[src/rtl/uart_loader_gpio_top.sv]
// uart_loader_gpio_top: UART 8N1 receiver feeding a little-endian word loader into instruction RAM,
// then sensor-driven one-hot GPIO decisions once the program load is complete.
module uart_loader_gpio_top #(
    parameter int CLK_HZ    = 50_000_000,
    parameter int BIT_RATE  = 9600,
    parameter int MEM_WORDS = 256
) (
    input  logic       clk,
    input  logic       resetn,
    input  logic       uart_rxd,
    input  logic       uart_rx_en,
    output logic       uart_rx_break,
    output logic       uart_rx_valid,
    output logic [7:0] uart_rx_data,
    input  logic [2:0] input_gpio_pins,
    output logic [3:0] output_gpio_pins,
    output logic       write_done
);
    localparam int CPB  = CLK_HZ / BIT_RATE;
    localparam int HALF = CPB / 2;
    localparam int CW   = $clog2(CPB);
    localparam int AW   = $clog2(MEM_WORDS);

    typedef enum logic [1:0] {S_IDLE, S_START, S_DATA, S_STOP} state_t;

    state_t        r_state;
    logic [1:0]    r_sync;
    logic [CW-1:0] r_cnt;
    logic [2:0]    r_bit;
    logic [7:0]    r_shift;
    logic [31:0]   r_word;
    logic [1:0]    r_k;
    logic          r_full;
    logic [AW-1:0] r_addr;
    logic [31:0]   r_mem [MEM_WORDS];
    logic          w_rxd;
    logic [3:0]    w_gpio;

    assign w_rxd  = r_sync[1];
    assign w_gpio = input_gpio_pins[0]            ? 4'b0001 :
                    input_gpio_pins[2:1] == 2'b10 ? 4'b0010 :
                    input_gpio_pins[2:1] == 2'b01 ? 4'b0100 :
                    input_gpio_pins[2:1] == 2'b00 ? 4'b1000 : 4'b0000;

    always_ff @(posedge clk) begin
        if (!resetn) begin
            r_sync        <= 2'b11;
            r_state       <= S_IDLE;
            r_cnt         <= '0;
            r_bit         <= '0;
            r_shift       <= '0;
            uart_rx_valid <= 1'b0;
            uart_rx_break <= 1'b0;
            uart_rx_data  <= 8'h00;
        end else begin
            r_sync        <= {r_sync[0], uart_rxd};
            uart_rx_valid <= 1'b0;
            uart_rx_break <= 1'b0;
            if (!uart_rx_en) r_state <= S_IDLE;
            else case (r_state)
                S_IDLE: if (!w_rxd) begin
                    r_state <= S_START;
                    r_cnt   <= '0;
                end
                S_START: if (r_cnt == CW'(HALF - 1)) begin
                    r_cnt   <= '0;
                    r_bit   <= '0;
                    r_state <= w_rxd ? S_IDLE : S_DATA;
                end else r_cnt <= r_cnt + 1'b1;
                S_DATA: if (r_cnt == CW'(CPB - 1)) begin
                    r_cnt   <= '0;
                    r_shift <= {w_rxd, r_shift[7:1]};
                    r_bit   <= r_bit + 3'd1;
                    if (r_bit == 3'd7) r_state <= S_STOP;
                end else r_cnt <= r_cnt + 1'b1;
                S_STOP: if (r_cnt == CW'(CPB - 1)) begin
                    r_state <= S_IDLE;
                    if (w_rxd) begin
                        uart_rx_data  <= r_shift;
                        uart_rx_valid <= 1'b1;
                    end else if (r_shift == 8'h00) uart_rx_break <= 1'b1;
                end else r_cnt <= r_cnt + 1'b1;
            endcase
        end
    end

    // A completed word is flagged by r_full and committed one cycle after its 4th byte.
    always_ff @(posedge clk) begin
        if (!resetn) begin
            r_word           <= '0;
            r_k              <= '0;
            r_full           <= 1'b0;
            r_addr           <= '0;
            write_done       <= 1'b0;
            output_gpio_pins <= 4'b0000;
        end else begin
            output_gpio_pins <= write_done ? w_gpio : 4'b0000;
            r_full           <= 1'b0;
            if (uart_rx_break) r_k <= '0;
            else if (uart_rx_valid && !write_done) begin
                r_word[{r_k, 3'b000} +: 8] <= uart_rx_data;
                r_k                        <= r_k + 2'd1;
                r_full                     <= r_k == 2'd3;
            end
            if (r_full) begin
                if (r_word == 32'hFFFF_FFFF) write_done <= 1'b1;
                else begin
                    r_addr <= r_addr + 1'b1;
                    if (r_addr == AW'(MEM_WORDS - 1)) write_done <= 1'b1;
                end
            end
        end
    end

    always_ff @(posedge clk) begin
        if (resetn && r_full && r_word != 32'hFFFF_FFFF) r_mem[r_addr] <= r_word;
    end
endmodule

[config.mk]
export PLATFORM = sky130hd
export DESIGN_NAME = uart_loader_gpio_top
export DESIGN_NICKNAME = d
export VERILOG_FILES = /design/src/rtl/uart_loader_gpio_top.sv
export SDC_FILE = /design/constraint.sdc
export NUM_CORES = 1
export LEC_CHECK = 0
export CORE_UTILIZATION = 65
export CTS_BUF_LIST = sky130_fd_sc_hd__clkbuf_4
export CTS_CLUSTER_SIZE = 28
export DETAILED_ROUTE_END_ITERATION = 16
export PLACE_DENSITY = 0.86
export SLEW_MARGIN = 0
export SYNTH_ARGS = -nofsm -noshare
export SYNTH_HDL_FRONTEND = slang
export SYNTH_SLANG_ARGS = --single-unit
[constraint.sdc]
create_clock -name clk -period 5.96 [get_ports clk]
set_clock_uncertainty 0.15 [all_clocks]
set_input_delay 1.49 -clock clk [delete_from_list [all_inputs] [get_ports clk]]
set_output_delay 1.49 -clock clk [all_outputs]
set_load 0.005 [all_outputs]
==> impl_metrics.toml, run 1 <==
[setup_path]
crit_required_ns = 4.32
path_buf_inv = 1
crit_slowest_cell = "clkdlybuf4s50_1"
crit_chain = "clkdlybuf4s50_1"
cp_slowest_stage_delay_ns = 0.58
crit_arrival_ns = 1.50
r2r_setup_slack_ns = 3.25
crit_path_end_kind = "output port"
critPathKind = "reg2out"
path_delay_family = "buffers and inverters"
crit_path_max_fanout = 6
start_kind = "register"

[global_route]
grt_start_max_net_pins = 56
antenna_found_initial = 0
grtUsageTotal_pct = 25.9
grt_pass1_wl_um = 12300
grt_pass1_vias = 2699
global_route.overflow_total = 0

[routing]
num_vias = 3073
via_per_inst = 5.92
antenna_left = 0
first_pass_iters = 4
drc_errors = 0
initialDrtViolationCount = 220
wl_per_cell_um = 14.4
wl_um = 7480

[placed_design]
dpl_cell_area_um2 = 3960
place_congestion = 0.877
place_ws_ns = 2.42
hpwl_um = 5120
port_buffers = 21

[synthesis]
synth_cells = 426
synth_area_um2 = 3720
synth_fp_nets = 443
synth_area_leader_cell = "dfxtp_1"
ys_ff_latch = 86
ys_top_cells_by_area = "dfxtp_1 46%, nand2_1 6.6%, a21oi_1 5.9%"
synthFlopType = "dfxtp_1"
ys_seq_area_share_pct = 46.3
synth.most_common_cell = "dfxtp_1"
synth_warnings = 0
synth_cell_type_count = 51
avgSynthCellArea_um2 = 8.73
synthArstFlopShare_pct = 0
netlist_top_cells_count = "86 x dfxtp_1, 65 x nand2_1, 44 x a21oi_1, 39 x nand3_1, 25 x nor2_1"
synthDominantCellAreaShare_pct = 46.3
synth_edf_count = 0

[sta]
min_period_ns = 3.14
setup-tns-final_ns = 0
fin_ws_ns = 2.82
rsz0062_at_grt = "false"
slew_violations = 0
setup_viol = 0
min_period_over_period_pct = 52.7
worstMarginPinSlew_ns = 0.948
finalHoldViolations = 0
fmax_ghz = 0.318
max_slew_margin_pct = 36.6

[floorplan]
core_um2 = 5510
fp.dieArea_um2 = 6030
start_util_pct = 67.6
die_h_um = 77.7
num_rows = 27
io-pin-count = 22
die_w_um = 77.7

[finish]
layout.nets = 459
register_area_um2 = 1720
design_area_um2 = 4070
areaGrowthSynthToFinish_pct = 9.52
multi_input_area_um2 = 1900
layout-drive-gt1-share_pct = 5.82
antenna_cells = 0
postLayoutCoreUtil_pct = 74.0
n_fill_cell = 433

[clocking]
cts-root-buf = "clkbuf_4"
clock_path_buffers = 2
tritoncts = "yes"
hold_buffers = 0
post_cts_buffers = 0
clock-sinks = 86
htree_levels = 3
numCtsBuffers = 9
worstSkewPairLatency_ns = 0.43
cts_resized = 0
clk_pin_slew_ns = 0.14

[power]
fin_total_pwr_w = 0.000887
powerDensity_nw_per_um2 = 218
leakagePower_nw = 1.49
ir_drop_uv = 171

[run_status]
status = "completed"

[flow_run]
cap_violations = 0

[worst_hold_path]
hp-class = "reg2reg"
[worst register-to-register path: cells and delay by family, from the launching register on]
kind / cells / cell delay, ns
AND/OR/NAND/NOR: 4 / 1.56
flip-flops: 1 / 0.39
adder cells (fa/ha/maj): 1 / 0.22
multiplexers: 1 / 0.25
[state kept, by name, summed over array words and instances, names as in the netlist, 2 cells and up, named ones only]
name and count:
uart_rx_data 8, output_gpio_pins 4, r_addr 8, r_sync 2, r_word 32, r_k 2, r_shift 8, r_cnt 13
r_bit 3
[logic make-up (layout without fill, tap and decap cells)]
group                      after synthesis  count (layout)  synth area share (%)
and+or+nand+nor                        214             214                  30.3
DFF                                     86              86                  46.3
AOI/OAI and AO/OA                       66              66                  10.9
buffers and inverters                   25              46                  2.69
muxes                                   15              15                  4.07
adders and majority gates               10              10                  3.36
xor gates and xnor gates                10              10                  2.35
[through the flow]
step / hold slack (ns) / instances
floorplan: 0.236 / 426
global placement: 0.241 / 503
detailed placement: 0.246 / 503
CTS: 0.281 / 519
global route: 0.308 / 519
finish: 0.276 / 519
[power breakdown]
group / switching (W) / total, W / internal (W) / leakage (nW)
Combinational: 0.0000147 / 0.0000219 / 0.00000724 / 0.738
Clock: 0.000202 / 0.000288 / 0.0000863 / 0.0613
Sequential: 0.000000934 / 0.000577 / 0.000576 / 0.693
[per-layer routing]
metal  GRT usage, %  up-vias  routed length [um]
li1               -     1563                   -
met1           34.2     1440                3560
met2           41.8       61                3510
met3           4.12        9                 321
met4           11.3        0                  93
met5              0        -                   0
[path summary, 6_finish.rpt]
path                                      start               to  cells past startpoint
worst min-delay path                  r_sync[0]        r_sync[1]                      1
worst max-delay path            uart_rx_data[5]  uart_rx_data[5]                      1
worst max register to register         r_cnt[0]       r_shift[0]                      6
worst min register to register        r_sync[0]        r_sync[1]                      1
[placed cells by master, fill, tap and decap left out, drive strengths merged, types with 4 or more instances in the layout]
| cell | Yosys | layout |
|---|---|---|
| dfxtp | 86 | 86 |
| nand2 | 65 | 65 |
| a21oi | 44 | 44 |
| nand3 | 39 | 39 |
| nor2 | 26 | 26 |
| clkdlybuf4s50 | 0 | 21 |
| nand4 | 18 | 18 |
| and3 | 16 | 16 |
| mux2i | 14 | 14 |
| ha | 10 | 10 |
| nand2b | 9 | 9 |
| clkbuf | 14 | 9 |
| inv | 8 | 9 |
| xnor2 | 7 | 7 |
| nor4 | 7 | 7 |
| and2 | 6 | 6 |
| nor3 | 5 | 5 |
| clkinv | 0 | 4 |
[layout make-up]
type,count,area share [%]
multi-input cells,315,46.6
flip-flops and latches,86,42.3
repair buffers,22,5.34
well taps,72,2.21
clock buffers,9,1.66
clock inverters,7,1.20
inverters,8,0.737
(Power assumes the default switching activity.)
==> inputs of run 2 (changes only) <==
CORE_UTILIZATION = 55   (was 65)
PLACE_DENSITY = 0.77   (was 0.86)
clock period = 2.6 ns   (was 5.96 ns; I/O delays follow)
==> run 2 against run 1 <==
  * Cell count increased by 3.5%
  * The flow now finishes with violations (design-rule violations)
  * First-iteration DRC count increased by 39%
  * Via count increased by 3.3%
  * Design area increased by 4.0%
  * Core utilization decreased by 8.0 points
  * Sequential power increased by 130%
  * Register-to-register slack got worse by 3.1 ns
  * Flip-flop and latch count unchanged
  * Total power increased to 2.5 times the previous value
  * Clock power increased to 3.0 times the previous value
  * Largest cell class unchanged
==> impl_metrics.toml, run 2 (synthesis gave the netlist of run 1 again) <==
[clocking]
clock-sinks = 86
clk_pin_slew_ns = 0.13
hold_buffers = 0
worstSkewPairLatency_ns = 0.44
post_cts_buffers = 0
cts-root-buf = "clkbuf_4"
clock_path_buffers = 2
numCtsBuffers = 9
htree_levels = 3
tritoncts = "yes"

[routing]
first_pass_iters = 11
wl_um = 7970
drc_errors = 4
initialDrtViolationCount = 306
via_per_inst = 5.91
wl_per_cell_um = 14.8
antenna_left = 0
num_vias = 3175

[power]
leakagePower_nw = 1.59
powerDensity_nw_per_um2 = 531
ir_drop_uv = 493

[global_route]
grt_pass1_wl_um = 13300
antenna_found_initial = 0
grtUsageTotal_pct = 23.4
grt_start_max_net_pins = 29
global_route.overflow_total = 0
grt_pass1_vias = 2845

[finish]
final_cell_mix = "86 x dfxtp_1, 65 x nand2_1, 44 x a21oi_1"
layout-drive-gt1-share_pct = 8.91
layout.nets = 472
n_fill_cell = 532
regMostFlops = "r_word"
areaGrowthSynthToFinish_pct = 13.9
final_common_cell = "dfxtp_1"
top_regs = "r_word x32, r_cnt x13"
largest_register_ffs = 32
design_area_um2 = 4240
instances_no_fill = 537
antenna_cells = 0
postLayoutCoreUtil_pct = 66.0

[placed_design]
hpwl_um = 5600
port_buffers = 21
dp.cells = 521
dpl_cell_area_um2 = 4060
place_congestion = 0.805

[flow_run]
cap_violations = 0

[setup_path]
reg2reg_depth = 6
crit_required_ns = 2.79
crit_path_max_fanout = 8
crit_path_end_kind = "register"
start_kind = "register"
crit_arrival_ns = 2.65
critPathKind = "reg2reg"

[sta]
slew_violations = 0
min_period_ns = 2.46
finalHoldViolations = 0
setup-tns-final_ns = 0
fmax_ghz = 0.407
setup_viol = 0
min_period_over_period_pct = 94.6
max_slew_margin_pct = 55.1
rsz0062_at_grt = "false"
worstMarginPinSlew_ns = 0.672

[floorplan]
fp.dieArea_um2 = 7100
num_rows = 29
die_h_um = 84.2
die_w_um = 84.2
start_util_pct = 57.9
io-pin-count = 22
core_um2 = 6420

[worst_hold_path]
min_path_cells = 1
hp-class = "reg2reg"

[run_status]
status = "complete, but fails checks"
violations = "design-rule violations"
==> run 2: cell types whose count changed in the layout (fill, tap and decap cells not counted), sizes merged <==
cell / change
bufinv: +2
clkinvlp: -2
buf: +13
==> run 2: path summary, 6_finish.rpt <==
| kind | start | endpoint | slack [ns] |
|---|---|---|---|
| min reg2reg | r_sync[0] | r_sync[1] | 0.30 |
| max reg2reg | r_cnt[0] | r_cnt[12] | 0.14 |
| max | r_cnt[0] | r_cnt[12] | 0.14 |
| min | r_sync[0] | r_sync[1] | 0.30 |
==> run 2: final cells by class <==
| cell class | count | area, um^2 | area share, % |
|---|---|---|---|
| tap | 77 | 96.3 | 2.27 |
| clock buffer | 9 | 67.6 | 1.59 |
| sequential | 86 | 1720 | 40.6 |
| multi-input combinational | 315 | 1910 | 45.1 |
| clock inverter | 7 | 97.6 | 2.30 |
| timing repair buffer | 35 | 315 | 7.44 |
| inverter | 8 | 30.0 | 0.709 |
==> run 2: power breakdown <==
part	total (W)	internal, W	switching, W
clock network	0.000867	0.000395	0.000472
logic	0.0000597	0.0000229	0.0000369
registers	0.00132	0.00132	0.00000247
total	0.00225	0.00174	0.000512
==> run 2: worst max-delay path: stages, from the launching register on <==
cell and delay, ns:
dfxtp_1 0.39, ha_1 0.19, or3b_4 0.43, or4_4 0.59, a21oi_1 0.18, o21ai_1 0.20, and3_1 0.25
==> run 2: routing by layer <==
layer / vias up / track usage (%) / part of all wire [%]
li1: 1580 / - / -
met1: 1502 / 31.3 / 47
met2: 83 / 37.8 / 47
met3: 10 / 4.23 / 4.6
met4: 0 / 9.25 / 1.4
met5: - / 0 / 0
==> run 2: what timing repair did <==
item                                   in CTS  in global routing
endpoints found under the hold margin       0                  0
resized for setup                           0                  2
setup endpoints to repair                   0                  4
==> run 2: metrics by stage <==
| stage | hold WS, ns | setup WS [ns] | total power, W |
|---|---|---|---|
| after floorplan | 0.236 | 0.284 | 0.00138 |
| after global placement | 0.275 | 0.212 | 0.00141 |
| after detailed placement | 0.274 | 0.158 | 0.00141 |
| after CTS | 0.313 | 0.125 | 0.00227 |
| after global routing | 0.329 | 0.00180 | 0.00232 |
| final | 0.304 | 0.141 | 0.00225 |
==> inputs of run 3 (changes only) <==
CORE_MARGIN = 4   (was not set)
==> run 3 against run 2 <==
  * The flow now finishes without violations
  * Flip-flop and latch count did not move
  * Design area shrank 1.5%
  * First-iteration DRC count down 48%
  * Total power fell by 8.0%
  * Sequential power is essentially flat
  * Global-route usage down 3.6 points
  * Setup slack worse by 0.0034 ns
  * Register-to-register slack hardly changed
  * Non-clock buffer count decreased by 2
  * Cell count is 0.37% lower
  * Clock power down 20%
  * Critical path depth stayed put
  * Critical endpoint is now r_bit[0]
  * Largest power group unchanged
==> impl_metrics.toml, run 3 (synthesis gave the netlist of run 1 again) <==
[run_status]
status = "completed"

[sta]
rsz0062_at_grt = "false"
setup-tns-final_ns = 0
setup_viol = 0
min_period_over_period_pct = 94.7
worstMarginPinSlew_ns = 0.708
slew_violations = 0
fin_ws_ns = 0.137
min_period_ns = 2.46
max_slew_margin_pct = 52.7
finalHoldViolations = 0
fmax_ghz = 0.406

[placed_design]
place_congestion = 0.807
hpwl_um = 5510
place_ws_ns = 0.150
port_buffers = 21

[setup_path]
crit_slowest_cell = "or4_4"
reg2reg_depth = 6
path_buf_inv = 0
path_delay_family = "simple AND/OR/NAND/NOR gates"
r2r_end = "r_bit[0]"
crit_chain = "ha_1 -> or3b_4 -> or4_4 -> o31ai_2 -> a31oi_1 -> a22o_1"
crit_required_ns = 2.78
r2r_setup_slack_ns = 0.14
cp_slowest_stage_delay_ns = 0.59
critPathKind = "reg2reg"
crit_arrival_ns = 2.65
r2r-start = "r_cnt[0]"
start_kind = "register"
crit_path_end_kind = "register"
crit_path_max_fanout = 5

[routing]
initialDrtViolationCount = 160
antenna_left = 0
wl_met2_um = 3600
wl_met3_um = 324
num_vias = 3107
drc_errors = 0
wl_met1_um = 3800
via_per_inst = 5.81
first_pass_iters = 5
wl_per_cell_um = 14.7
top_layer_used = "met4"
wl_um = 7870

[power]
powerDensity_nw_per_um2 = 496
leakagePower_nw = 1.55
ir_drop_uv = 324

[finish]
final_cell_mix = "86 x dfxtp_1, 65 x nand2_1, 44 x a21oi_1"
regMostFlops = "r_word"
layout-drive-gt1-share_pct = 8.52
final_common_cell = "dfxtp_1"
n_fill_cell = 568
top_regs = "r_word x32, r_cnt x13"
largest_register_ffs = 32
areaGrowthSynthToFinish_pct = 12.2
layout.nets = 470
antenna_cells = 0

[floorplan]
num_rows = 29
fp.dieArea_um2 = 8140
core_um2 = 6460
start_util_pct = 57.6
die_w_um = 90.2
die_h_um = 90.2
io-pin-count = 22

[global_route]
global_route.overflow_total = 0
antenna_found_initial = 0
grt_pass1_wl_um = 13400
grt_start_max_net_pins = 29
grtUsageTotal_pct = 19.9
grt_pass1_vias = 2906

[clocking]
htree_levels = 3
cts-root-buf = "clkbuf_4"
post_cts_buffers = 0
clock-sinks = 86
worstSkewPairLatency_ns = 0.43
tritoncts = "yes"
clk_pin_slew_ns = 0.14
cts_resized = 0
hold_buffers = 0
numCtsBuffers = 9
clock_path_buffers = 2

[worst_hold_path]
worstHoldEndpoint = "r_word[25]"
hp-start = "r_word[25]"
min_path_cells = 2
hp-class = "reg2reg"

[flow_run]
cap_violations = 0
==> run 3: worst max-delay path by stage <==
stage / from / endpoint / depth (start not counted)
floorplan: r_cnt[0] / r_cnt[0] / 6
global placement: r_cnt[0] / r_cnt[0] / 6
detailed placement: r_cnt[0] / r_bit[0] / 6
CTS: r_cnt[0] / r_bit[0] / 6
global route: r_cnt[0] / r_shift[4] / 7
finish: r_cnt[0] / r_bit[0] / 6
==> run 3: final cells by class <==
type / count / area [um^2] / share of cell area, %
clock inverter: 7 / 56.3 / 1.35
multi-input combinational: 315 / 1900 / 45.6
clock buffer: 9 / 67.6 / 1.62
tap: 77 / 96.3 / 2.31
timing repair buffer: 33 / 300 / 7.19
sequential: 86 / 1720 / 41.2
inverter: 8 / 30.0 / 0.719
==> run 3: worst reg2reg max path, stage by stage, from the launching register on <==
cell and delay, ns:
dfxtp_1 0.39, ha_1 0.19, or3b_4 0.43, or4_4 0.59, o31ai_2 0.24, a31oi_1 0.11
a22o_1 0.27
==> run 3: layer usage <==
metal  track usage (%)  vias to the layer above
li1                  -                     1580
met1              26.8                     1447
met3              3.67                       13
met5                 0                        -
met2              31.1                       67
met4              8.42                        0
==> run 3: through the flow <==
stage / instances / utilization (%) / hold slack (ns) / total power (W) / cell area (um^2)
2_1_floorplan: 426 / - / 0.236 / 0.00138 / 3720
3_3_place_gp: 519 / 62.7 / 0.278 / 0.00141 / 4050
3_5_place_dp: 519 / 62.7 / 0.270 / 0.00141 / 4050
4_1_cts: 535 / 64.6 / 0.312 / 0.00208 / 4170
5_1_grt: 535 / 64.6 / 0.330 / 0.00216 / 4180
6_report: 535 / 64.6 / 0.311 / 0.00207 / 4180
==> run 3: report_power, final <==
part	internal, W	switching, W
combinational	0.0000209	0.0000363
clock	0.000207	0.000483
sequential	0.00132	0.00000231
